## src/rtl/comm_pkg.sv

```systemverilog
// Shared message-type definitions and payload widths for the comm link (sender, receiver, scheduler).
package comm_pkg;

    localparam int unsigned BALL_Y_W = 9;
    localparam int unsigned VEL_W    = 4;
    localparam int unsigned SCORE_W  = 5;

    typedef enum logic [2:0] {
        MSG_NONE,
        MSG_BALL,
        MSG_MISS,
        MSG_NEW_GAME,
        MSG_NEW_GAME_ACK
    } msg_type_t;

    typedef enum logic {
        ST_IDLE,
        ST_SEND
    } tx_state_t;

    // Launch priority, highest first: ack, new_game, miss, ball.
    function automatic msg_type_t msg_pick(input logic ack, input logic ng,
                                           input logic miss, input logic ball);
        if (ack)  return MSG_NEW_GAME_ACK;
        if (ng)   return MSG_NEW_GAME;
        if (miss) return MSG_MISS;
        if (ball) return MSG_BALL;
        return MSG_NONE;
    endfunction

endpackage

```

## src/rtl/comm_retry_timer.sv

```systemverilog
// Ack timeout counter and retry bookkeeping for one new_game episode.
module comm_retry_timer
    import comm_pkg::*;
#(
    parameter int unsigned ACK_TIMEOUT = 50_000_000,
    parameter int unsigned MAX_RETRIES = 8
) (
    input  logic i_clk,
    input  logic i_rst,
    input  logic i_episode_start,
    input  logic i_send_done,
    input  logic i_ack_rx,
    output logic o_retry,
    output logic o_ack_accept,
    output logic o_link_up,
    output logic o_link_fail
);

    localparam int unsigned CW = (ACK_TIMEOUT > 1) ? $clog2(ACK_TIMEOUT) : 1;
    localparam int unsigned RW = (MAX_RETRIES > 0) ? $clog2(MAX_RETRIES + 1) : 1;

    logic          r_active;
    logic          r_running;
    logic [CW-1:0] r_count;
    logic [RW-1:0] r_retries;
    logic          w_timeout;

    // A new episode overrides everything else in the same cycle, and an ack beats a coincident timeout.
    assign o_ack_accept = r_active && i_ack_rx && !i_episode_start;
    assign w_timeout    = r_running && (r_count == CW'(ACK_TIMEOUT - 1)) && !i_ack_rx && !i_episode_start;
    assign o_retry      = w_timeout && (r_retries < RW'(MAX_RETRIES));

    always_ff @(posedge i_clk or posedge i_rst) begin
        if (i_rst) begin
            r_active    <= 1'b0;
            r_running   <= 1'b0;
            r_count     <= '0;
            r_retries   <= '0;
            o_link_up   <= 1'b0;
            o_link_fail <= 1'b0;
        end else if (i_episode_start) begin
            r_active    <= 1'b1;
            r_running   <= 1'b0;
            r_count     <= '0;
            r_retries   <= '0;
            o_link_up   <= 1'b0;
            o_link_fail <= 1'b0;
        end else if (o_ack_accept) begin
            r_active  <= 1'b0;
            r_running <= 1'b0;
            o_link_up <= 1'b1;
        end else if (w_timeout) begin
            r_running <= 1'b0;
            if (o_retry) begin
                r_retries <= r_retries + RW'(1);
            end else begin
                r_active    <= 1'b0;
                o_link_fail <= 1'b1;
            end
        end else if (i_send_done && r_active) begin
            r_running <= 1'b1;
            r_count   <= '0;
        end else if (r_running) begin
            r_count <= r_count + CW'(1);
        end
    end

endmodule

```

## src/rtl/comm_tx_scheduler.sv

```systemverilog
// Fixed-priority scheduler of game messages onto the CommunicationSender handshake, with new_game retransmit.
module comm_tx_scheduler
    import comm_pkg::*;
#(
    parameter int unsigned ACK_TIMEOUT = 50_000_000,
    parameter int unsigned MAX_RETRIES = 8
) (
    input  logic                clock,
    input  logic                reset,
    input  logic                ball_req,
    input  logic [BALL_Y_W-1:0] ball_y_in,
    input  logic [VEL_W-1:0]    velocity_x_in,
    input  logic [VEL_W-1:0]    velocity_y_in,
    input  logic                sign_y_in,
    input  logic                miss_req,
    input  logic [SCORE_W-1:0]  my_score_in,
    input  logic [SCORE_W-1:0]  your_score_in,
    input  logic                you_should_serve_in,
    input  logic                new_game_req,
    input  logic                you_serve_first_in,
    input  logic                new_game_ack_req,
    input  logic                new_game_ack_rx,
    output logic                send_new_message,
    input  logic                message_sent,
    output logic                ball_message_tx,
    output logic                miss_message_tx,
    output logic                new_game_message_tx,
    output logic                new_game_ack_message_tx,
    output logic [BALL_Y_W-1:0] ball_y_tx,
    output logic [VEL_W-1:0]    velocity_x_tx,
    output logic [VEL_W-1:0]    velocity_y_tx,
    output logic                sign_y_tx,
    output logic [SCORE_W-1:0]  my_score_tx,
    output logic [SCORE_W-1:0]  your_score_tx,
    output logic                you_should_serve_tx,
    output logic                you_serve_first_tx,
    output logic                link_up,
    output logic                link_fail,
    output logic                busy
);

    tx_state_t           r_state;
    logic                r_pend_ball, r_pend_miss, r_pend_ng, r_pend_ack;
    logic [BALL_Y_W-1:0] r_ball_y;
    logic [VEL_W-1:0]    r_vel_x, r_vel_y;
    logic                r_sign_y;
    logic [SCORE_W-1:0]  r_my_score, r_your_score;
    logic                r_should_serve, r_serve_first;

    msg_type_t w_sel;
    logic      w_idle, w_send_done, w_retry, w_ack_accept;

    assign w_idle      = (r_state == ST_IDLE);
    assign w_sel       = w_idle ? msg_pick(r_pend_ack, r_pend_ng, r_pend_miss, r_pend_ball) : MSG_NONE;
    assign w_send_done = (r_state == ST_SEND) && message_sent && new_game_message_tx;
    assign busy        = r_pend_ball || r_pend_miss || r_pend_ng || r_pend_ack || !w_idle;

    comm_retry_timer #(
        .ACK_TIMEOUT (ACK_TIMEOUT),
        .MAX_RETRIES (MAX_RETRIES)
    ) u_retry (
        .i_clk           (clock),
        .i_rst           (reset),
        .i_episode_start (new_game_req),
        .i_send_done     (w_send_done),
        .i_ack_rx        (new_game_ack_rx),
        .o_retry         (w_retry),
        .o_ack_accept    (w_ack_accept),
        .o_link_up       (link_up),
        .o_link_fail     (link_fail)
    );

    // Pending slots: a fresh request outranks the clear from a same-cycle launch.
    always_ff @(posedge clock or posedge reset) begin
        if (reset) begin
            r_pend_ball    <= 1'b0;
            r_pend_miss    <= 1'b0;
            r_pend_ng      <= 1'b0;
            r_pend_ack     <= 1'b0;
            r_ball_y       <= '0;
            r_vel_x        <= '0;
            r_vel_y        <= '0;
            r_sign_y       <= 1'b0;
            r_my_score     <= '0;
            r_your_score   <= '0;
            r_should_serve <= 1'b0;
            r_serve_first  <= 1'b0;
        end else begin
            r_pend_ball <= ball_req || (r_pend_ball && (w_sel != MSG_BALL));
            r_pend_miss <= miss_req || (r_pend_miss && (w_sel != MSG_MISS));
            r_pend_ack  <= new_game_ack_req || (r_pend_ack && (w_sel != MSG_NEW_GAME_ACK));
            r_pend_ng   <= new_game_req || w_retry ||
                           (r_pend_ng && (w_sel != MSG_NEW_GAME) && !w_ack_accept);
            if (ball_req) begin
                r_ball_y <= ball_y_in;
                r_vel_x  <= velocity_x_in;
                r_vel_y  <= velocity_y_in;
                r_sign_y <= sign_y_in;
            end
            if (miss_req) begin
                r_my_score     <= my_score_in;
                r_your_score   <= your_score_in;
                r_should_serve <= you_should_serve_in;
            end
            if (new_game_req) r_serve_first <= you_serve_first_in;
        end
    end

    always_ff @(posedge clock or posedge reset) begin
        if (reset) begin
            r_state                 <= ST_IDLE;
            send_new_message        <= 1'b0;
            ball_message_tx         <= 1'b0;
            miss_message_tx         <= 1'b0;
            new_game_message_tx     <= 1'b0;
            new_game_ack_message_tx <= 1'b0;
            ball_y_tx               <= '0;
            velocity_x_tx           <= '0;
            velocity_y_tx           <= '0;
            sign_y_tx               <= 1'b0;
            my_score_tx             <= '0;
            your_score_tx           <= '0;
            you_should_serve_tx     <= 1'b0;
            you_serve_first_tx      <= 1'b0;
        end else begin
            case (r_state)
                ST_IDLE: begin
                    if (w_sel != MSG_NONE) begin
                        r_state                 <= ST_SEND;
                        send_new_message        <= 1'b1;
                        ball_message_tx         <= (w_sel == MSG_BALL);
                        miss_message_tx         <= (w_sel == MSG_MISS);
                        new_game_message_tx     <= (w_sel == MSG_NEW_GAME);
                        new_game_ack_message_tx <= (w_sel == MSG_NEW_GAME_ACK);
                        if (w_sel == MSG_BALL) begin
                            ball_y_tx     <= r_ball_y;
                            velocity_x_tx <= r_vel_x;
                            velocity_y_tx <= r_vel_y;
                            sign_y_tx     <= r_sign_y;
                        end
                        if (w_sel == MSG_MISS) begin
                            my_score_tx         <= r_my_score;
                            your_score_tx       <= r_your_score;
                            you_should_serve_tx <= r_should_serve;
                        end
                        if (w_sel == MSG_NEW_GAME) you_serve_first_tx <= r_serve_first;
                    end
                end
                ST_SEND: begin
                    if (message_sent) begin
                        r_state                 <= ST_IDLE;
                        send_new_message        <= 1'b0;
                        ball_message_tx         <= 1'b0;
                        miss_message_tx         <= 1'b0;
                        new_game_message_tx     <= 1'b0;
                        new_game_ack_message_tx <= 1'b0;
                    end
                end
                default: r_state <= ST_IDLE;
            endcase
        end
    end

endmodule
```

## config.mk

```make
export PLATFORM = sky130hd
export DESIGN_NAME = comm_tx_scheduler
export DESIGN_NICKNAME = d
export VERILOG_FILES = /design/src/rtl/comm_pkg.sv /design/src/rtl/comm_retry_timer.sv /design/src/rtl/comm_tx_scheduler.sv
export SDC_FILE = /design/constraint.sdc
export NUM_CORES = 1
export LEC_CHECK = 0
export CORE_ASPECT_RATIO = 0.9
export CORE_MARGIN = 1
export CORE_UTILIZATION = 45
export CTS_BUF_LIST = sky130_fd_sc_hd__clkbuf_16
export DETAILED_ROUTE_END_ITERATION = 8
export HOLD_SLACK_MARGIN = 0.06
export MAX_ROUTING_LAYER = met4
export PLACE_DENSITY_LB_ADDON = 0.1
export SYNTH_ARGS = -nofsm -noshare
export SYNTH_HDL_FRONTEND = slang
export SYNTH_SLANG_ARGS = --single-unit
```

## constraint.sdc

```tcl
create_clock -name clock -period 9.7 [get_ports clock]
set_clock_uncertainty 0.15 [all_clocks]
set_input_delay 1.94 -clock clock [delete_from_list [all_inputs] [get_ports clock]]
set_output_delay 1.94 -clock clock [all_outputs]
set_load 0.005 [all_outputs]
```

==> results.sh <==
export IMPL_r2r_start="u_retry.r_count[7]"
export IMPL_clock_path_buffers=2
export IMPL_grt_pass1_wl_um=16700
export IMPL_clkTransAtPathRegs_ns=0.07
export IMPL_slew_violations=0
export IMPL_grt_pass1_vias=3335
export IMPL_hold_violations=0
export IMPL_violations="DRC"
export IMPL_synthXorXnorAreaFrac_pct=0.364
export IMPL_worst_setup_path_type="primary input to register"
export IMPL_ys_flop_type="dfrtp_1"
export IMPL_regArea_um2=2600
export IMPL_synth_compound_area_share_pct=11.6
export IMPL_yosys_area_share_simple_pct=14.0
export IMPL_irDropWorstVdd_uv=106
export IMPL_cts_sinks=104
export IMPL_synth_edf_count=0
export IMPL_tns_ns=0
export IMPL_numPortBuffers=75
export IMPL_htree_levels=3
export IMPL_rsz0062_at_grt="false"
export IMPL_outcome="complete, but fails checks"
export IMPL_antenna_cells=0
export IMPL_worstMarginPinSlew_ns=0.967
export IMPL_worst_r2r_setup_slack_ns=7.06
export IMPL_area_growth_pct=22.8
export IMPL_finalSetupViolCount=0
export IMPL_worstSkewPairLatency_ns=0.34
export IMPL_relSlewSlack_pct=35.3
export IMPL_yosysWarnings=0
export IMPL_synth_area_leaders="dfrtp_1, mux2_2, o221ai_2"
export IMPL_worstPathMaxFanout=26
export IMPL_die_h_um=100
export IMPL_antenna_found_initial=0
export IMPL_core_um2=10300
export IMPL_netlist_area_um2=4810
export IMPL_dp_cells=576
export IMPL_cellLeakagePower_nw=2.37
export IMPL_wl_per_cell_um=16.6
export IMPL_power_density_nw_per_um2=163
export IMPL_hold_class="register to register"
export IMPL_yosys_area_top_type_share_pct=54.1
export IMPL_finalWirelength_um=9820
export IMPL_drive_gt1_share_pct=22.7
export IMPL_cts_setup_buffers=0
export IMPL_die_w_um=111
export IMPL_synthCells=387
export IMPL_cts_root_buf="clkbuf_16"
export IMPL_grt_overflow_total=0
export IMPL_nets=498
export IMPL_drt_iter0_markers=186
export IMPL_cp_end_kind="register"
export IMPL_synth_top_family_by_area="multiplexers"
export IMPL_crit_required_ns=9.73
export IMPL_grtUsageTotal_pct=19.6
export IMPL_vias_per_cell=5.56
export IMPL_utilization_pct=57.2
export IMPL_critPathArrivalTime_ns=3.95
export IMPL_setup_slack_ns=5.78
export IMPL_yosys_cell_types_count=48
export IMPL_crit_start="new_game_ack_rx"
export IMPL_dp_hpwl_um=6610
export IMPL_final_period_utilization_pct=40.4
export IMPL_syn_num_nets=427
export IMPL_fill_cells=890
export IMPL_synth_seq_cells=104
export IMPL_via_count=3284
export IMPL_post_cts_resized=0
export IMPL_dr_pass1_iters=6
export IMPL_drc=4
export IMPL_multi_input_area_um2=1980
export IMPL_max_freq_ghz=0.255
export IMPL_ctsHoldBuffers=0
export IMPL_yosysTopAreaCell="dfrtp_1"
export IMPL_pre_cts_slack_ns=5.42
export IMPL_layout_min_cycle_time_ns=3.92
export IMPL_layout_cells_non_filler=591
export IMPL_synthAdderAreaFrac_pct=0.520
export IMPL_cts_tree="yes"
export IMPL_placed_area_um2=5620
export IMPL_startpoint_type="primary input"
export IMPL_dieArea_um2=11100
export IMPL_initial_core_util_pct=46.6
export IMPL_num_io_pins=76
export IMPL_grt_max_degree=73
export IMPL_avgSynthCellArea_um2=12.4
export IMPL_fp_row_count=35
export IMPL_stdcell_area_um2=5910
export IMPL_ys_seq_area_share_pct=54.1
export IMPL_routabilityCongestion=0.759
export IMPL_hp_start="miss_message_tx"
export IMPL_antenna_left=0
export IMPL_synth_area_mux_share_pct=14.5
export IMPL_cap_violations=0
export IMPL_async_flop_share_pct=100
export IMPL_numCtsBuffers=9
## routing by layer
| layer | global-route usage (%) | wire length [um] | up-vias | share of wire [%] |
|---|---|---|---|---|
| li1 | - | - | 1565 | - |
| met1 | 26.1 | 4700 | 1627 | 48 |
| met2 | 30.0 | 4500 | 83 | 46 |
| met3 | 5.01 | 518 | 9 | 5.3 |
| met4 | 5.06 | 102 | 0 | 1.0 |
| met5 | - | 0 | - | 0 |
## worst paths after layout
| check | to | cells past startpoint |
|---|---|---|
| worst max-delay path | u_retry.r_count[5] | 6 |
| worst min-delay path | miss_message_tx | 1 |
| worst max register to register | u_retry.r_count[5] | 5 |
| worst min register to register | miss_message_tx | 1 |
| max in group asynchronous | r_your_score[1] | 3 |
| min in group asynchronous | velocity_x_tx[2] | 2 |
## stage by stage
stage	total power, mW	hold WS (ns)
2_1_floorplan	0.544	0.321
3_3_place_gp	0.611	0.312
3_5_place_dp	0.616	0.320
4_1_cts	0.975	0.332
5_1_grt	1.00	0.362
6_report	0.960	0.330
## worst max-delay path, stage by stage
cell	delay (ns)
clkdlybuf4s50_1	0.57
nor4bb_1	0.08
nand3_1	0.29
nor2_4	0.09
o21bai_4	0.77
o221ai_2	0.20
## Yosys cell counts (all sizes together), types with 4 or more instances
| cell | n |
|---|---|
| a21o | 4 |
| a21oi | 5 |
| and4 | 7 |
| buf | 9 |
| clkbuf | 8 |
| dfrtp | 104 |
| inv | 31 |
| mux2 | 60 |
| nand2 | 31 |
| nand3 | 11 |
| nand4 | 10 |
| nor2 | 11 |
| nor3 | 8 |
| nor4 | 5 |
| o21ai | 8 |
| o221ai | 20 |
| or4 | 19 |
## cell type report
| class | count | area share (%) |
|---|---|---|
| sequential | 104 | 44.0 |
| multi-input combinational | 235 | 33.4 |
| timing repair buffer | 77 | 13.0 |
| clock buffer | 9 | 3.81 |
| tap | 129 | 2.73 |
| inverter | 31 | 2.01 |
| clock inverter | 6 | 1.02 |
## report_power, final
| group | internal, mW | total, mW | switching [mW] |
|---|---|---|---|
| Sequential | 0.468 | 0.488 | 0.0194 |
| Clock | 0.198 | 0.354 | 0.156 |
| Combinational | 0.0762 | 0.118 | 0.0422 |
| Total | 0.742 | 0.960 | 0.218 |
## cells in the final DEF, fill, tap and decap left out, types with 2 or more instances in the layout
cell / n
a21o_1: 4
a21oi_1: 5
a22oi_1: 2
and2_1: 2
and3_1: 3
and4_1: 7
buf_4: 2
clkbuf_16: 9
clkdlybuf4s50_1: 75
dfrtp_1: 104
ha_1: 2
inv_1: 31
mux2_2: 60
mux2i_1: 2
nand2_1: 30
nand2b_1: 3
nand3_1: 11
nand4_1: 10
nor2_1: 10
nor3_1: 7
nor4_1: 4
o211ai_1: 3
o21ai_0: 4
o21ai_1: 4
o21bai_4: 2
o221ai_2: 20
or3_1: 3
or4_1: 18
xnor2_1: 2
## flip-flops by register name (all words and copies together), names as in the netlist, 5 cells and up
signal and flops:
u_retry.r_count 26, ball_y_tx 9, r_ball_y 9, my_score_tx 5, r_my_score 5, r_your_score 5, your_score_tx 5
## cells by family (layout without fill, tap and decap cells)
logic type      count (synthesis)  count (layout)
simple gates                  115             115
fa+ha+maj                       2               2
mux                            62              62
flops                         104             104
buf+inv                        48             123
xor+xnor                        2               2
compound gates                 54              54
No activity file was read; power rests on OpenSTA's default activity.
